$ cat config.mk
export PLATFORM = sky130hd
export DESIGN_NAME = gerador_indices
export DESIGN_NICKNAME = d
export VERILOG_FILES = /design/src/rtl/gerador_indices.sv
export SDC_FILE = /design/constraint.sdc
export NUM_CORES = 1
export LEC_CHECK = 0
export ABC_AREA = 1
export BUFFER_PORTS_ARGS = -buffer_cell sky130_fd_sc_hd__buf_2
export CORE_MARGIN = 5
export CORE_UTILIZATION = 50
export DETAILED_ROUTE_END_ITERATION = 7
export MAX_ROUTING_LAYER = met4
export PLACE_DENSITY = 0.71
export SYNTH_ARGS = -nofsm -noshare
export SYNTH_HDL_FRONTEND = slang
export SYNTH_SLANG_ARGS = --single-unit
$ cat constraint.sdc
create_clock -name clock -period 5.55 [get_ports clock]
set_input_delay 0.2775 -clock clock [delete_from_list [all_inputs] [get_ports clock]]
set_output_delay 0.2775 -clock clock [all_outputs]
set_load 0.01 [all_outputs]
$ cat src/rtl/gerador_indices.sv
// Pseudo-random target-pattern generator for the hit comparator.
// Four 2-bit slots; code 00 marks a target. Patterns come from a 16-bit LFSR with a bounded target count.
module gerador_indices #(
    parameter int unsigned MIN_ALVOS = 1,
    parameter int unsigned MAX_ALVOS = 2,
    parameter int unsigned MAX_TENT  = 8,
    parameter logic [15:0] SEMENTE   = 16'hACE1
) (
    input  logic        clock,
    input  logic        reset,
    input  logic        gera,
    input  logic        limpa,
    input  logic        carrega_semente,
    input  logic [15:0] semente,
    output logic [7:0]  indices,
    output logic        pronto,
    output logic [2:0]  num_alvos
);

    localparam int unsigned LW = 16;
    localparam int unsigned IW = 8;
    localparam int unsigned NW = 3;
    localparam int unsigned TW = 4;

    localparam logic [TW-1:0] ULTIMA = TW'(MAX_TENT - 1);
    localparam logic [NW-1:0] MIN_N  = NW'(MIN_ALVOS);
    localparam logic [NW-1:0] MAX_N  = NW'(MAX_ALVOS);

    typedef enum logic [1:0] {
        OCIOSO = 2'd0,
        GERA   = 2'd1,
        PRONTO = 2'd2
    } estado_t;

    estado_t        estado, estado_n;
    logic [LW-1:0]  lfsr, lfsr_n;
    logic [TW-1:0]  tent, tent_n;
    logic [IW-1:0]  indices_n;
    logic [NW-1:0]  num_n;
    logic           pronto_n;

    logic [IW-1:0]  cand;
    logic [NW-1:0]  n_cand;
    logic           aceita;

    // Maximal-length Fibonacci step (taps 16,14,13,11).
    function automatic logic [LW-1:0] passo(input logic [LW-1:0] l);
        return {l[14:0], l[15] ^ l[13] ^ l[12] ^ l[10]};
    endfunction

    function automatic logic [NW-1:0] conta_alvos(input logic [IW-1:0] p);
        logic [NW-1:0] n;
        n = '0;
        for (int s = 0; s < 4; s++) begin
            if (p[2*s +: 2] == 2'b00) n = n + NW'(1);
        end
        return n;
    endfunction

    // Fallback: MIN_ALVOS consecutive slots (wrapping) from base are targets, the rest are 11.
    function automatic logic [IW-1:0] padrao_reserva(input logic [1:0] base);
        logic [IW-1:0] p;
        logic [1:0]    d;
        p = '1;
        for (int s = 0; s < 4; s++) begin
            d = 2'(s) - base;
            p[2*s +: 2] = (NW'(d) < MIN_N) ? 2'b00 : 2'b11;
        end
        return p;
    endfunction

    assign cand   = lfsr[7:0];
    assign n_cand = conta_alvos(cand);
    assign aceita = (n_cand >= MIN_N) && (n_cand <= MAX_N) && (cand != indices);

    // Next-state and output logic; seed load beats clear, clear beats generation.
    always_comb begin
        estado_n  = estado;
        lfsr_n    = lfsr;
        tent_n    = tent;
        indices_n = indices;
        num_n     = num_alvos;
        pronto_n  = pronto;

        if (carrega_semente) begin
            lfsr_n   = (semente == 16'h0000) ? SEMENTE : semente;
            tent_n   = '0;
            pronto_n = 1'b0;
            estado_n = OCIOSO;
        end else if (limpa) begin
            indices_n = 8'hFF;
            num_n     = '0;
            pronto_n  = 1'b0;
            tent_n    = '0;
            estado_n  = OCIOSO;
        end else begin
            unique case (estado)
                OCIOSO, PRONTO: begin
                    if (gera) begin
                        pronto_n = 1'b0;
                        lfsr_n   = passo(lfsr);
                        tent_n   = '0;
                        estado_n = GERA;
                    end
                end
                GERA: begin
                    if (aceita) begin
                        indices_n = cand;
                        num_n     = n_cand;
                        pronto_n  = 1'b1;
                        estado_n  = PRONTO;
                    end else if (tent < ULTIMA) begin
                        lfsr_n = passo(lfsr);
                        tent_n = tent + TW'(1);
                    end else begin
                        indices_n = padrao_reserva(lfsr[1:0]);
                        num_n     = MIN_N;
                        pronto_n  = 1'b1;
                        estado_n  = PRONTO;
                    end
                end
                default: estado_n = OCIOSO;
            endcase
        end
    end

    // State and output registers, synchronous active-low reset.
    always_ff @(posedge clock) begin
        if (!reset) begin
            estado    <= OCIOSO;
            lfsr      <= SEMENTE;
            tent      <= '0;
            indices   <= 8'hFF;
            num_alvos <= '0;
            pronto    <= 1'b0;
        end else begin
            estado    <= estado_n;
            lfsr      <= lfsr_n;
            tent      <= tent_n;
            indices   <= indices_n;
            num_alvos <= num_n;
            pronto    <= pronto_n;
        end
    end

endmodule

==> flow_metrics.env <==
export IMPL_ff2ff_path_depth=18
export IMPL_placed_area_sq_mm=0.00238
export IMPL_p_per_area_mw_per_mm2=286
export IMPL_grt_setup_unrepaired="no"
export IMPL_hold_path_class="in2reg"
export IMPL_start_kind="flop"
export IMPL_leakage_nw=1.32
export IMPL_io_buffer_count=32
export IMPL_dp_cells=417
export IMPL_avgSynthCellArea_sq_um=6.46
export IMPL_dr_pass1_iters=5
export IMPL_yosysWarnings=0
export IMPL_grt_max_degree=36
export IMPL_synthCells=345
export IMPL_cts_sinks=34
export IMPL_drt_initial_drc_count=171
export IMPL_critPathKind="reg2reg"
export IMPL_fin_nets=396
export IMPL_cp_depth=18
export IMPL_cts_buffers=5
export IMPL_tritoncts="built"
export IMPL_die_y_microns=76.7
export IMPL_endpoint_kind="flop"
export IMPL_vias=2187
export IMPL_setup_violations=0
export IMPL_required_ns=5.76
export IMPL_htreeDepth=2
export IMPL_path_clk_slew_ns=0.07
export IMPL_max_freq_mhz=355
export IMPL_outcome="complete, no violations"
export IMPL_gp_congestion=0.827
export IMPL_skew_ns=0.00679
export IMPL_grt_ovfl_total=0
export IMPL_slew_viol_final=0
export IMPL_slowest_delay_ns=0.41
export IMPL_cts_buffer_depth=2
export IMPL_detail_route_antenna_nets=0
export IMPL_cts_root_buf="clkbuf_8"
export IMPL_viasPerCell=5.15
export IMPL_cts_hold_buf=0
export IMPL_finalCritPeriodShare=0.507
export IMPL_synth_edf_count=0
export IMPL_async_flop_share=0
export IMPL_insertedDiodeCount=0
export IMPL_wl_per_cell_microns=12.1
export IMPL_ioPinCount=33
export IMPL_relSlewSlack=0.408
export IMPL_cp_slowest_cell="dfxtp_1"
export IMPL_synth_distinct_cells=31
export IMPL_final_common_cell="nand2_1"
export IMPL_synth_ff_type="dfxtp_1"
export IMPL_clock_latency_ns=0.28
export IMPL_die_x_microns=76.7
export IMPL_grt_pass1_vias=1925
export IMPL_dieArea_sq_mm=0.00589
export IMPL_drive_gt1_frac=0.180
export IMPL_syn_to_final_growth_pct=11.9
export IMPL_rows=24
export IMPL_drc_errors=0
export IMPL_p_total_mw=0.713
export IMPL_grt_pass1_wl_mm=8.59
export IMPL_track_usage=0.178
export IMPL_routed_wl_mm=5.13
export IMPL_cap_violations=0
export IMPL_crit_buf_inv=4
export IMPL_hpwl_mm=3.79
export IMPL_min_period_ns=2.81
export IMPL_netlist_area_sq_mm=0.00223
export IMPL_layout_cells_non_filler=425
export IMPL_initial_core_util=0.515
export IMPL_path_max_fanout=17
export IMPL_core_area_sq_mm=0.00432
export IMPL_fin_setup_tns_ns=0
export IMPL_cts_setup_buffers=0
export IMPL_yosysSeqAreaShare=0.306
export IMPL_cp_top_family="simple AND/OR/NAND/NOR gates"
export IMPL_hold_path_depth=4
export IMPL_ir_drop_mv=0.133
export IMPL_cp_cell_sequence="inv_1, nand2_2, inv_1, ha_1, inv_1, nand2_2, nand2_2, inv_1, ha_1, nand2_1, nand2_1, nand2_4, nand4_4, nand2_4, nand2_4, nand2_1, nand2_1, nor2_1"
export IMPL_syn_num_nets=369
export IMPL_final_cell_mix="97 x nand2_1, 43 x nor2_1, 41 x nand3_1"
export IMPL_antenna_found_initial=0
export IMPL_final_hold_violation_count=0
export IMPL_ys_ff_latch=34
export IMPL_cts_resized=0
export IMPL_crit_arrival_ns=3.03
export IMPL_tightest_slew_ns=0.882
export IMPL_post_route_cell_area_sq_mm=0.00249
synthesized netlist by cell type (2+ instances only):
library cell	number	area [sq um]
nor2_4	2	22.5
nand3_4	3	52.6
nor2_1	43	161
dfxtp_1	34	681
and3_1	2	12.5
nor2_2	4	25.0
o21ai_0	11	55.1
nand2_2	7	43.8
nand3_1	41	205
buf_6	3	33.8
inv_1	36	135
nor4_1	4	25.0
a21oi_1	13	65.1
inv_2	4	15.0
buf_1	2	7.51
nand4_1	9	56.3
nand2_4	4	45.0
a22oi_1	5	37.5
nand2_1	97	364
nand3_2	2	20.0
clkbuf_1	7	26.3
ha_1	3	37.5
area by class of cell:
cell class              count  area [sq um]
clock inverters             1          30.0
inverters                  41           154
well taps                  52          65.1
flip-flops and latches     34           681
fillers                   435          1830
multi-input cells         258          1330
repair buffers             32           160
clock buffers               7          76.3
flip-flops by register name, indices dropped and copies added, names as in the netlist:
name and flops:
estado 2, indices 8, lfsr 16, num_alvos 3
pronto 1, tent 4
per-stage QoR:
stage / worst slack [ns] / utilization / hold WS [ns]
floorplan: 3.14 / - / 0.431
global placement: 2.86 / 0.552 / 0.444
detailed placement: 2.78 / 0.552 / 0.447
CTS: 2.72 / 0.576 / 0.324
global route: 2.53 / 0.576 / 0.358
finish: 2.74 / 0.576 / 0.328
report_power, final:
part	switching (mW)	total (mW)	leakage, nW	internal [mW]
Sequential	0.0192	0.283	0.281	0.264
Combinational	0.133	0.208	0.982	0.0751
Clock	0.0878	0.222	0.0524	0.134
Total	0.240	0.713	1.32	0.473
kinds of logic (layout without fill, tap and decap cells):
group | after synthesis | in the layout | share of synthesized area
AND/OR/NAND/NOR | 222 | 222 | 0.488
AO/OA/AOI/OAI | 29 | 29 | 0.0708
flip-flops | 34 | 34 | 0.306
buffers and inverters | 53 | 81 | 0.0994
XOR/XNOR | 3 | 3 | 0.0152
adder cells (fa/ha/maj) | 3 | 3 | 0.0169
multiplexers | 1 | 1 | 0.00449
worst register-to-register path, stage by stage (launching register included):
cell and delay, ns:
dfxtp_1 0.41, inv_1 0.15, nand2_2 0.11, inv_1 0.04
ha_1 0.33, inv_1 0.08, nand2_2 0.07, nand2_2 0.08
inv_1 0.04, ha_1 0.26, nand2_1 0.12, nand2_1 0.12
nand2_4 0.15, nand4_4 0.12, nand2_4 0.20, nand2_4 0.16
nand2_1 0.11, nand2_1 0.06, nor2_1 0.12
final timing paths:
kind              startpoint      endpoint  slack [ns]
setup / recovery     lfsr[0]       lfsr[8]        2.74
hold / removal         limpa  num_alvos[1]        0.33
setup reg to reg     lfsr[0]       lfsr[8]        2.74
hold reg to reg      tent[3]       tent[3]        0.46
metal layers:
metal / vias up / global-route usage / part of all wire
met5: - / - / 0
met1: 979 / 0.230 / 0.48
met4: 0 / 0.0629 / 0.017
met2: 44 / 0.278 / 0.46
li1: 1156 / - / -
met3: 8 / 0.0316 / 0.044
Power figures use the tool's default switching activity.
